**src/rtl/btb_ctrl.sv**
```systemverilog
// Branch target buffer control: combinational fetch-side prediction, one-stage
// execute-side read-modify-write update, and a post-reset sweep that zeroes storage.
module btb_ctrl #(
  parameter int unsigned NUM_SETS = 8,
  parameter logic [1:0]  INIT_CTR = 2'b10
) (
  input  logic         clk,
  input  logic         rst_n,
  input  logic [31:0]  fetch_pc,
  output logic         pred_valid,
  output logic         pred_taken,
  output logic [31:0]  pred_target,
  input  logic         upd_valid,
  input  logic [31:0]  upd_pc,
  input  logic         upd_taken,
  input  logic [31:0]  upd_target,
  output logic [2:0]   read_index,
  input  logic [127:0] read_set,
  output logic [2:0]   update_index,
  input  logic [127:0] update_set,
  output logic [2:0]   write_index,
  output logic [127:0] write_set,
  output logic         write_en,
  output logic         init_done
);

  localparam int unsigned IDX_W = 3;
  localparam int unsigned TAG_W = 27;
  localparam int unsigned PC_W  = 30;
  localparam logic [IDX_W-1:0] LAST_SET = IDX_W'(NUM_SETS - 1);

  typedef struct packed {
    logic             valid;
    logic [TAG_W-1:0] tag;
    logic [31:0]      target;
    logic [1:0]       ctr;
    logic             rsv;
    logic             lru;
  } way_t;

  typedef enum logic {ST_INIT, ST_RUN} state_e;

  state_e           state_q, state_d;
  logic [IDX_W-1:0] init_cnt_q, init_cnt_d;
  logic             u_vld_q, u_vld_d;
  logic [PC_W-1:0]  u_pc_q, u_pc_d;
  logic             u_taken_q, u_taken_d;
  logic [31:0]      u_target_q, u_target_d;

  way_t   pw0, pw1, psel;
  logic   ph0, ph1;
  way_t   uw0, uw1, nw, nw0, nw1;
  logic   uh0, uh1, usel, upd_write;
  logic [127:0] new_set;
  logic   unused_bits;

  assign read_index   = fetch_pc[4:2];
  assign update_index = u_pc_q[IDX_W-1:0];

  // Fetch-side lookup; way0 wins when both ways hit
  always_comb begin
    pw0  = way_t'(read_set[63:0]);
    pw1  = way_t'(read_set[127:64]);
    ph0  = pw0.valid && (pw0.tag == fetch_pc[31:5]);
    ph1  = pw1.valid && (pw1.tag == fetch_pc[31:5]);
    psel = ph0 ? pw0 : pw1;
    pred_valid  = 1'b0;
    pred_taken  = 1'b0;
    pred_target = 32'd0;
    if (state_q == ST_RUN && (ph0 || ph1)) begin
      pred_valid  = 1'b1;
      pred_taken  = psel.ctr[1];
      pred_target = psel.target;
    end
  end

  assign unused_bits = ^{fetch_pc[1:0], upd_pc[1:0], pw0.ctr[0], pw0.rsv, pw0.lru,
                         pw1.ctr[0], pw1.rsv, pw1.lru};

  // Update-side read-modify-write of the set selected by the captured PC
  always_comb begin
    uw0 = way_t'(update_set[63:0]);
    uw1 = way_t'(update_set[127:64]);
    uh0 = uw0.valid && (uw0.tag == u_pc_q[PC_W-1:IDX_W]);
    uh1 = uw1.valid && (uw1.tag == u_pc_q[PC_W-1:IDX_W]);
    if (uh0)             usel = 1'b0;
    else if (uh1)        usel = 1'b1;
    else if (!uw0.valid) usel = 1'b0;
    else if (!uw1.valid) usel = 1'b1;
    else                 usel = uw0.lru;
    nw        = usel ? uw1 : uw0;
    upd_write = 1'b0;
    if (uh0 || uh1) begin
      upd_write = 1'b1;
      if (u_taken_q) begin
        if (nw.ctr != 2'b11) nw.ctr = nw.ctr + 2'd1;
        nw.target = u_target_q;
      end else if (nw.ctr != 2'b00) begin
        nw.ctr = nw.ctr - 2'd1;
      end
    end else if (u_taken_q) begin
      upd_write = 1'b1;
      nw        = '0;
      nw.valid  = 1'b1;
      nw.tag    = u_pc_q[PC_W-1:IDX_W];
      nw.target = u_target_q;
      nw.ctr    = INIT_CTR;
    end
    nw.rsv  = 1'b0;
    nw.lru  = 1'b0;
    nw0     = usel ? uw0 : nw;
    nw1     = usel ? nw  : uw1;
    nw0.lru = ~usel;
    nw1.lru = 1'b0;
    new_set = {nw1, nw0};
  end

  // Init sweep / run control and storage write port
  always_comb begin
    state_d     = state_q;
    init_cnt_d  = init_cnt_q;
    u_vld_d     = 1'b0;
    u_pc_d      = u_pc_q;
    u_taken_d   = u_taken_q;
    u_target_d  = u_target_q;
    write_en    = 1'b0;
    write_index = '0;
    write_set   = '0;
    init_done   = 1'b0;
    case (state_q)
      ST_INIT: begin
        write_en    = 1'b1;
        write_index = init_cnt_q;
        init_cnt_d  = init_cnt_q + IDX_W'(1);
        if (init_cnt_q == LAST_SET) state_d = ST_RUN;
      end
      ST_RUN: begin
        init_done = 1'b1;
        if (upd_valid) begin
          u_vld_d    = 1'b1;
          u_pc_d     = upd_pc[31:2];
          u_taken_d  = upd_taken;
          u_target_d = upd_target;
        end
        if (u_vld_q && upd_write) begin
          write_en    = 1'b1;
          write_index = update_index;
          write_set   = new_set;
        end
      end
      default: state_d = ST_INIT;
    endcase
  end

  always_ff @(posedge clk or negedge rst_n) begin
    if (!rst_n) begin
      state_q    <= ST_INIT;
      init_cnt_q <= '0;
      u_vld_q    <= 1'b0;
      u_pc_q     <= '0;
      u_taken_q  <= 1'b0;
      u_target_q <= '0;
    end else begin
      state_q    <= state_d;
      init_cnt_q <= init_cnt_d;
      u_vld_q    <= u_vld_d;
      u_pc_q     <= u_pc_d;
      u_taken_q  <= u_taken_d;
      u_target_q <= u_target_d;
    end
  end

endmodule

```
**config.mk**
```make
export PLATFORM = sky130hd
export DESIGN_NAME = btb_ctrl
export DESIGN_NICKNAME = d
export VERILOG_FILES = /design/src/rtl/btb_ctrl.sv
export SDC_FILE = /design/constraint.sdc
export NUM_CORES = 1
export LEC_CHECK = 0
export ABC_AREA = 1
export BUFFER_PORTS_ARGS = -buffer_cell sky130_fd_sc_hd__clkbuf_2
export CAP_MARGIN = 20
export CORE_AREA = 4 4 205 207
export DETAILED_ROUTE_END_ITERATION = 6
export DIE_AREA = 0 0 209 211
export PLACE_DENSITY = 0.4
export SLEW_MARGIN = 10
export SYNTH_ARGS = -nofsm -noshare
export SYNTH_HDL_FRONTEND = slang
export SYNTH_SLANG_ARGS = --single-unit
```
**constraint.sdc**
```tcl
create_clock -name clk -period 3 [get_ports clk]
set_clock_uncertainty 0.15 [all_clocks]
set_input_delay 0.15 -clock clk [delete_from_list [all_inputs] [get_ports clk]]
set_output_delay 0.15 -clock clk [all_outputs]
set_load 0.05 [all_outputs]
```
[Word level (Yosys, flattened, before mapping)]
Cells that the tools add are included.
Cells by class
  add/subtract/negate cells: 3
  eq/ne operators: 6
  mux-type cells: 31
  bitwise logic cells: 2
  reduce and logical (&&, ||, !) cells: 10
Operators by type and width (count)
  $mux 128: 2
  $mux 64: 4
  $eq 27x27->1: 4
  $mux 32: 2
  $mux 36: 1
  $mux 34: 1
  $mux 28: 1
  $mux 1: 14
  $logic_and 1x1->1: 6
  $mux 2: 3
  $pmux 3 s2: 1
  $add 3x1->3 const B: 1
  $eq 3x3->1 const B: 1
  $mux 3: 1
  $add 2x1->2 const B: 1
  $logic_or 1x1->1: 2
  $ne 2x2->1 const B: 1
  $not 1->1: 2
  $pmux 1 s2: 1
  $reduce_and 2->1: 1
  $reduce_bool 2->1: 1
  $sub 2x1->2 const B: 1
Word-level totals
  flip-flop bits (word level): 68
  bits of input ports: 356
  output and inout bits: 173
  word-level logic and storage cells: 58

[Logic depth before layout (Yosys ltp)]
Gate-level depths: netlist (run 1).
  depth after elaboration: 12
  mapped depth: 18

[Worst setup path after synthesis (run 1)]
No wires, ideal clock.
  path type: register to output
  start: reg u_pc_q[3]
  end: out write_set[65]
  arrival time: 2.655 ns
  required time: 2.700 ns
  slack: 0.045 ns
  stages on the path, launching flop included: 13
  path buffers: 2
  path through: dfrtp_1 > inv_1 > or2_2 > nand3_1 > nor2_1 > nand2_1 > nor2_1 > nand2_1 > nand2_2 > inv_2 > buf_4 > buf_4 > nor3b_1
On the way
  word-level cells in the longest chain between the ends: 7
RTL lines
  from (decl): line 46  | logic [PC_W-1:0] u_pc_q, u_pc_d;
  from (signal assigned): line 167  | u_pc_q <= u_pc_d;
  $eq 27x27->1 (on tied branches): line 85, 84
  $logic_and 1x1->1 (on tied branches): line 85, 84
  $mux 1 / $logic_or 1x1->1 (equally long branches): line 87, 93
  $mux 1 (on tied branches): line 86, 93
  $mux 64 / $logic_and 1x1->1 (equally long branches): line 112, 145
  $mux 128 (*): line 145  | if (u_vld_q && upd_write) begin
  $mux 128 (*): line 130  | case (state_q)
  to (decl): line 22  | output logic [127:0] write_set,
Mark *: on every way between the ends. The rest lies on a longest branch, timed or not.

[Final worst setup path (run 1)]
  start: reg u_pc_q[19]
  end: out write_set[110]
On the way
  word-level cells in the longest chain between the ends: 10
RTL lines
  $eq 27x27->1: line 85  | uh1 = uw1.valid && (uw1.tag == u_pc_q[PC_W-1:IDX_W]);
  $logic_and 1x1->1: line 85
  $mux 1: line 87  | else if (uh1) usel = 1'b1;
  $mux 1: line 86  | if (uh0) usel = 1'b0;
  $mux 64: line 91  | nw = usel ? uw1 : uw0;
  $mux 64: line 101  | end else if (u_taken_q) begin
  $mux 28: line 93  | if (uh0 || uh1) begin
  $mux 64: line 112  | nw1 = usel ? nw : uw1;
  $mux 128 (*): line 145
  $mux 128 (*): line 130
Marked as above.

==> flow_summary_export.csv, run 1 <==
group,metric,value,unit
outcome,status,"finished with violations",
outcome,failed_checks,"negative setup slack",
sta,hold_violations,0,
final_layout,layout_common_cells,"nand2_1, clkbuf_2, nand2_2, buf_12, inv_1",
final_layout,fin_area,16300,sq um
logic_synthesis,synth_cell_types,37,
sta,grt_setup_unrepaired,"true",
worst_setup_path,startpoint_type,"flop",
worst_setup_path,r2r-start,"state_q",
sta,finalHoldWorstSlack,0.150,ns
floorplanning,die_h,211,microns
clock_network,clock_path_buffers,2,
worst_setup_path,cp_max_fo,6,
hold_path,min_to,"read_index[2]",
logic_synthesis,seq_area_frac_synth,0.216,
clock_network,cts_root_buf,"clkbuf_16",
power,peakVddDrop,0.000292,V
hold_path,hold_class,"in -> out",
global_route,antenna_found_initial,9,
power,power_density,307,nW/um^2
worst_setup_path,r2r_cells,5,
logic_synthesis,syn-instance-count,1468,
hold_path,hold_depth,0,
worst_setup_path,cp.arrival,2.78,ns
sta,fin_crit_sh,1.03,
logic_synthesis,synth_area_per_cell,5.36,sq um
global_route,grt.overflow.total,0,
clock_network,htreeDepth,3,
placed_design,dpl_cell_area,12500,sq um
logic_synthesis,synth.area.top_cells,"nand2_1, dfrtp_1, nand3_1",
worst_setup_path,worstPathRequired,2.70,ns
logic_synthesis,syn_area,7860,sq um
logic_synthesis,synth_top_area_share,0.374,
clock_network,tritoncts,"built",
clock_network,numCtsBuffers,9,
final_layout,nets,2415,
floorplanning,core_area,40400,sq um
global_route,first_global_vias,12000,
floorplanning,fp-row-count,74,
detailed_routing,drc,0,
detailed_routing,route.antenna.remaining_nets,0,
global_route,grt_max_degree,69,
sta,report.final.setup_viol,76,
global_route,grt_use_total,0.217,
placed_design,gp_congestion,0.922,
detailed_routing,drt_pre_antenna_iters,5,
detailed_routing,via_count,12200,
worst_setup_path,r2r_end,"u_pc_q[6]",
sta,fmax,0.325,GHz
floorplanning,initial_utilization,0.195,
sta,max_slew_margin,0.598,
detailed_routing,routed_via_density,4.69,
logic_synthesis,yosys.area.top_type,"nand2_1",
clock_network,clk_pin_slew,0.07,ns
final_layout,area_delta_synth_final,108,%
floorplanning,dieArea,44100,sq um
logic_synthesis,synth_warnings,0,
final_layout,fin_util,0.405,
sta,finalCriticalPeriod,3.08,ns
flow_run,maxCapViolCount,0,
global_route,grt_pass1_wl,73.8,mm
detailed_routing,drt_iter0_markers,752,
worst_setup_path,rrSetupSlack,1.08,ns
hold_path,min_from,"fetch_pc[4]",
worst_setup_path,crit_path_end_kind,"output pin",
sta,fin_ws,-0.0799,ns
placed_design,dpl.hpwl,37.8,mm
detailed_routing,wl_per_cell,20.4,microns
sta,drv_slew,0,
detailed_routing,wirelength,53.1,mm
floorplanning,die_w,209,microns
clock_network,clock_sinks,68,
power,leakage,0.00830,uW
placed_design,io_buffers,510,
worst_setup_path,critical_path_class,"reg -> out",
sta,worst_pin_slew,0.603,ns
power,p_total,5020,uW
floorplanning,io_pins,529,
logic_synthesis,ys_ff_latch,68,
final_layout,final_layout_size_suffix_gt1_frac,0.454,
clock_network,clk-insertion-delay-late,0.35,ns
logic_synthesis,syn_nets,1826,
final_layout,final_common_cell,"nand2_1",
-- worst max-delay path by stage --
stage	startpoint	endpoint	slack, ns	cells after the start
floorplan	u_pc_q[3]	write_set[65]	0.05	12
global placement	u_pc_q[17]	write_set[77]	0.11	16
detailed placement	u_pc_q[15]	write_set[73]	0.08	15
CTS	u_pc_q[28]	write_set[126]	-0.07	17
global route	u_pc_q[10]	write_set[72]	-0.20	17
finish	u_pc_q[19]	write_set[110]	-0.08	16
-- synthesized netlist by cell type --
master and instances:
conb_1 1, buf_4 22, o211ai_1 27, inv_2 17, or2_1 2, nand2_2 1
xor2_1 12, ha_1 2, nor4_1 7, o2111ai_1 1, nand3_1 100, nand2_1 784
buf_2 27, nor3_1 6, nor3b_1 3, a221oi_1 2, and3_1 1, a211oi_1 1
nor2_1 71, nand4_1 25, a21oi_1 38, nand3_2 1, nor2_4 2, buf_6 1
o22ai_1 5, or3b_2 1, xnor2_1 8, a22o_1 3, or2_2 22, nand3_4 1
o21ai_0 47, o21ai_1 1, buf_1 1, dfrtp_1 68, a31oi_1 32, clkbuf_1 34
inv_1 91
-- what timing repair did --
item / CTS / global route
cloned: 12 / 16
gates resized for setup: 215 / 308
buffers inserted: 16 / 14
hold endpoints to repair: 131 / 0
setup endpoints to repair: 125 / 128
hold buffers: 64 / 0
pin swaps: 39 / 104
-- registers in the layout, summed over array words and instances, names as in the netlist --
signal,flops
init_cnt_q,3
state_q,1
u_pc_q,30
u_taken_q,1
u_target_q,32
u_vld_q,1
-- critical path: stages, from the launching register on --
cell and delay, ns:
dfrtp_1 0.41, inv_2 0.09, nand2_2 0.05, nand2_2 0.09
nand2_1 0.05, nor2_1 0.12, nand3_2 0.14, or2_4 0.30
nand3_4 0.09, nand3_4 0.10, nor2_4 0.15, buf_6 0.16
buf_12 0.15, clkbuf_16 0.17, nand3_2 0.08, nand2_2 0.10
buf_12 0.13
-- cells by family after synthesis --
group                    synth area share
XOR/XNOR                           0.0223
adder cells (fa/ha/maj)           0.00318
buffers and inverters               0.108
AO/OA/AOI/OAI                       0.118
AND/OR/NAND/NOR                     0.532
flip-flops                          0.216
other                            0.000477
-- final cells by class --
class,count,area (sq um)
timing repair buffer,663,6670
inverter,108,410
clock buffer,11,253
multi-input combinational,1207,6510
fill,4298,24000
tap,532,666
sequential,68,1700
antenna,8,20.0
clock inverter,5,106
-- report_power, final --
| group | switching [uW] | leakage, uW | internal, uW |
|---|---|---|---|
| registers | 54.3 | 0.000828 | 993 |
| logic | 1510 | 0.00730 | 1100 |
| clock network | 497 | 0.000172 | 863 |
| total | 2070 | 0.00830 | 2950 |
-- routing by layer --
layer | GRT usage | vias up | part of all wire
met4 | 0.0790 | 2 | 0.028
met2 | 0.384 | 518 | 0.50
met1 | 0.256 | 5763 | 0.40
met3 | 0.0515 | 71 | 0.070
met5 | 0 | - | 0.00024
li1 | - | 5853 | -
-- metrics by stage --
step                      instances  setup slack (ns)  setup TNS [ns]
after floorplan                1468            0.0452               0
after global placement         2456             0.108               0
final                          2602           -0.0799           -1.82
after detailed placement       2456            0.0774               0
after global routing           2602            -0.198          -16.58
after CTS                      2564           -0.0695           -2.72
Power figures use the tool's default switching activity.
==> run 2: changes to the inputs <==
--- a/config.mk
+++ b/config.mk
@@ -9,9 +9,10 @@
 export BUFFER_PORTS_ARGS = -buffer_cell sky130_fd_sc_hd__clkbuf_2
 export CAP_MARGIN = 20
 export CORE_AREA = 4 4 205 207
+export CTS_BUF_LIST = sky130_fd_sc_hd__clkbuf_8
 export DETAILED_ROUTE_END_ITERATION = 6
 export DIE_AREA = 0 0 209 211
-export PLACE_DENSITY = 0.4
+export PLACE_DENSITY_LB_ADDON = 0.15
 export SLEW_MARGIN = 10
 export SYNTH_ARGS = -nofsm -noshare
 export SYNTH_HDL_FRONTEND = slang
==> flow_summary_export.csv, run 2 (synthesis results as in run 1) <==
group,metric,value,unit
detailed_routing,routed_via_density,4.63,
worst_setup_path,r2r-start,"state_q",
final_layout,area_delta_synth_final,92.7,%
final_layout,final_layout_size_suffix_gt1_frac,0.396,
clock_network,htreeDepth,3,
clock_network,tritoncts,"built",
global_route,grt.overflow.total,0,
power,leakage,0.00791,uW
power,peakVddDrop,0.000205,V
final_layout,layout_common_cells,"nand2_1, clkbuf_2, buf_12, nand2_2, inv_1",
worst_setup_path,critical_path_class,"reg -> out",
global_route,grt_pass1_wl,72.4,mm
sta,drv_slew,0,
clock_network,numCtsBuffers,9,
sta,fmax,0.319,GHz
placed_design,dpl.hpwl,37.9,mm
placed_design,gp_congestion,0.925,
detailed_routing,drt_iter0_markers,690,
placed_design,io_buffers,510,
global_route,antenna_found_initial,10,
detailed_routing,route.antenna.remaining_nets,0,
clock_network,cts_root_buf,"clkbuf_8",
final_layout,final_common_cell,"nand2_1",
detailed_routing,wirelength,51.0,mm
floorplanning,io_pins,529,
clock_network,clock_sinks,68,
worst_setup_path,startpoint_type,"flop",
power,power_density,275,nW/um^2
worst_setup_path,cp_max_fo,7,
sta,fin_crit_sh,1.05,
global_route,grt_use_total,0.213,
detailed_routing,wl_per_cell,19.7,microns
final_layout,nets,2401,
sta,worst_pin_slew,0.581,ns
clock_network,clk_pin_slew,0.10,ns
clock_network,clock_path_buffers,2,
sta,hold_violations,0,
global_route,grt_max_degree,69,
floorplanning,core_area,40400,sq um
worst_setup_path,critPathLaunch,"u_pc_q[17]",
floorplanning,initial_utilization,0.195,
sta,report.final.setup_viol,123,
clock_network,clk-insertion-delay-late,0.38,ns
worst_setup_path,worstPathRequired,2.70,ns
sta,finalCriticalPeriod,3.14,ns
detailed_routing,drt_pre_antenna_iters,5,
sta,tns,-8.36,ns
floorplanning,dieArea,44100,sq um
floorplanning,fp-row-count,74,
flow_run,maxCapViolCount,0,
final_layout,largest_reg_flops,32,
final_layout,top_register,"u_target_q",
sta,fin_ws,-0.138,ns
sta,max_slew_margin,0.612,
floorplanning,die_h,211,microns
worst_setup_path,crit_path_end_kind,"output pin",
outcome,failed_checks,"negative setup slack",
final_layout,reg_top3,"u_target_q x32, u_pc_q x30, init_cnt_q x3",
sta,grt_setup_unrepaired,"true",
placed_design,place_ws,0.0653,ns
worst_setup_path,cp.arrival,2.84,ns
hold_path,hold_class,"in -> async",
floorplanning,die_w,209,microns
detailed_routing,via_count,12000,
detailed_routing,drc,0,
outcome,status,"finished with violations",
global_route,first_global_vias,12000,
worst_setup_path,rrSetupSlack,0.85,ns
==> run 2: changes by cell type in the layout (fill, tap and decap cells not counted), sizes merged <==
cell      before  now
buf          223  182
diode          8    7
bufinv         3    0
clkinvlp       1    0
inv          109  110
clkinv         0    4
clkbuf       387  412
==> run 2: routing by layer <==
layer / GRT usage / vias to the layer above / wire length [microns]
li1: - / 5811 / -
met1: 0.249 / 5552 / 19800
met2: 0.381 / 538 / 25700
met3: 0.0529 / 76 / 3990
met4: 0.0722 / 6 / 1500
met5: 0 / - / 41
==> run 2: power breakdown <==
group          switching (uW)  total, uW  internal, uW
logic                    1420       2410           992
registers                57.5       1050           992
clock network             421        704           283
==> run 2: final cells by class <==
type	instances	area [sq um]
multi-input combinational	1207	5970
clock buffer	9	124
timing repair buffer	649	6230
tap	532	666
clock inverter	6	26.3
inverter	108	414
sequential	68	1700
antenna	7	17.5
fill	4425	25200
==> run 2: path summary, 6_finish.rpt <==
check                      cells after the start        endpoint
max                                           17   write_set[47]
min                                            2  u_target_q[13]
max reg2reg                                    5       u_taken_q
min reg2reg                                    2  u_target_q[23]
max in group asynchronous                      3      u_pc_q[23]
min in group clk                               0   read_index[0]
==> run 2: timing repair <==
action	CTS	global route
endpoints found under the hold margin	131	0
hold buffers	64	0
gates cloned	9	13
pin swaps	11	52
setup buffers	14	5
endpoints found under the setup margin	129	129
resized for setup	184	144
==> run 2: per-stage QoR <==
step                hold slack (ns)  total power (uW)   util  instance area [sq um]  std cells
floorplan                    -0.296              2150      -                   7860       1468
global placement              0.150              3100  0.312                  12600       2460
detailed placement            0.150              3100  0.312                  12600       2460
CTS                           0.150              4080  0.356                  14400       2562
global route                  0.135              4420  0.375                  15100       2586
finish                        0.108              4170  0.375                  15100       2586
==> run 2: worst max-delay path, cell delays in order, from the launching register on <==
cell	delay, ns
dfrtp_1	0.40
inv_2	0.07
nand2_2	0.07
nand2_4	0.06
nor2_4	0.13
nand2_2	0.08
nor2_4	0.12
nand2_2	0.07
or2_4	0.27
buf_4	0.15
nand2_4	0.06
nor2_2	0.06
inv_4	0.16
clkbuf_16	0.18
o211ai_1	0.19
nand3_2	0.13
nand2_2	0.07
buf_12	0.15
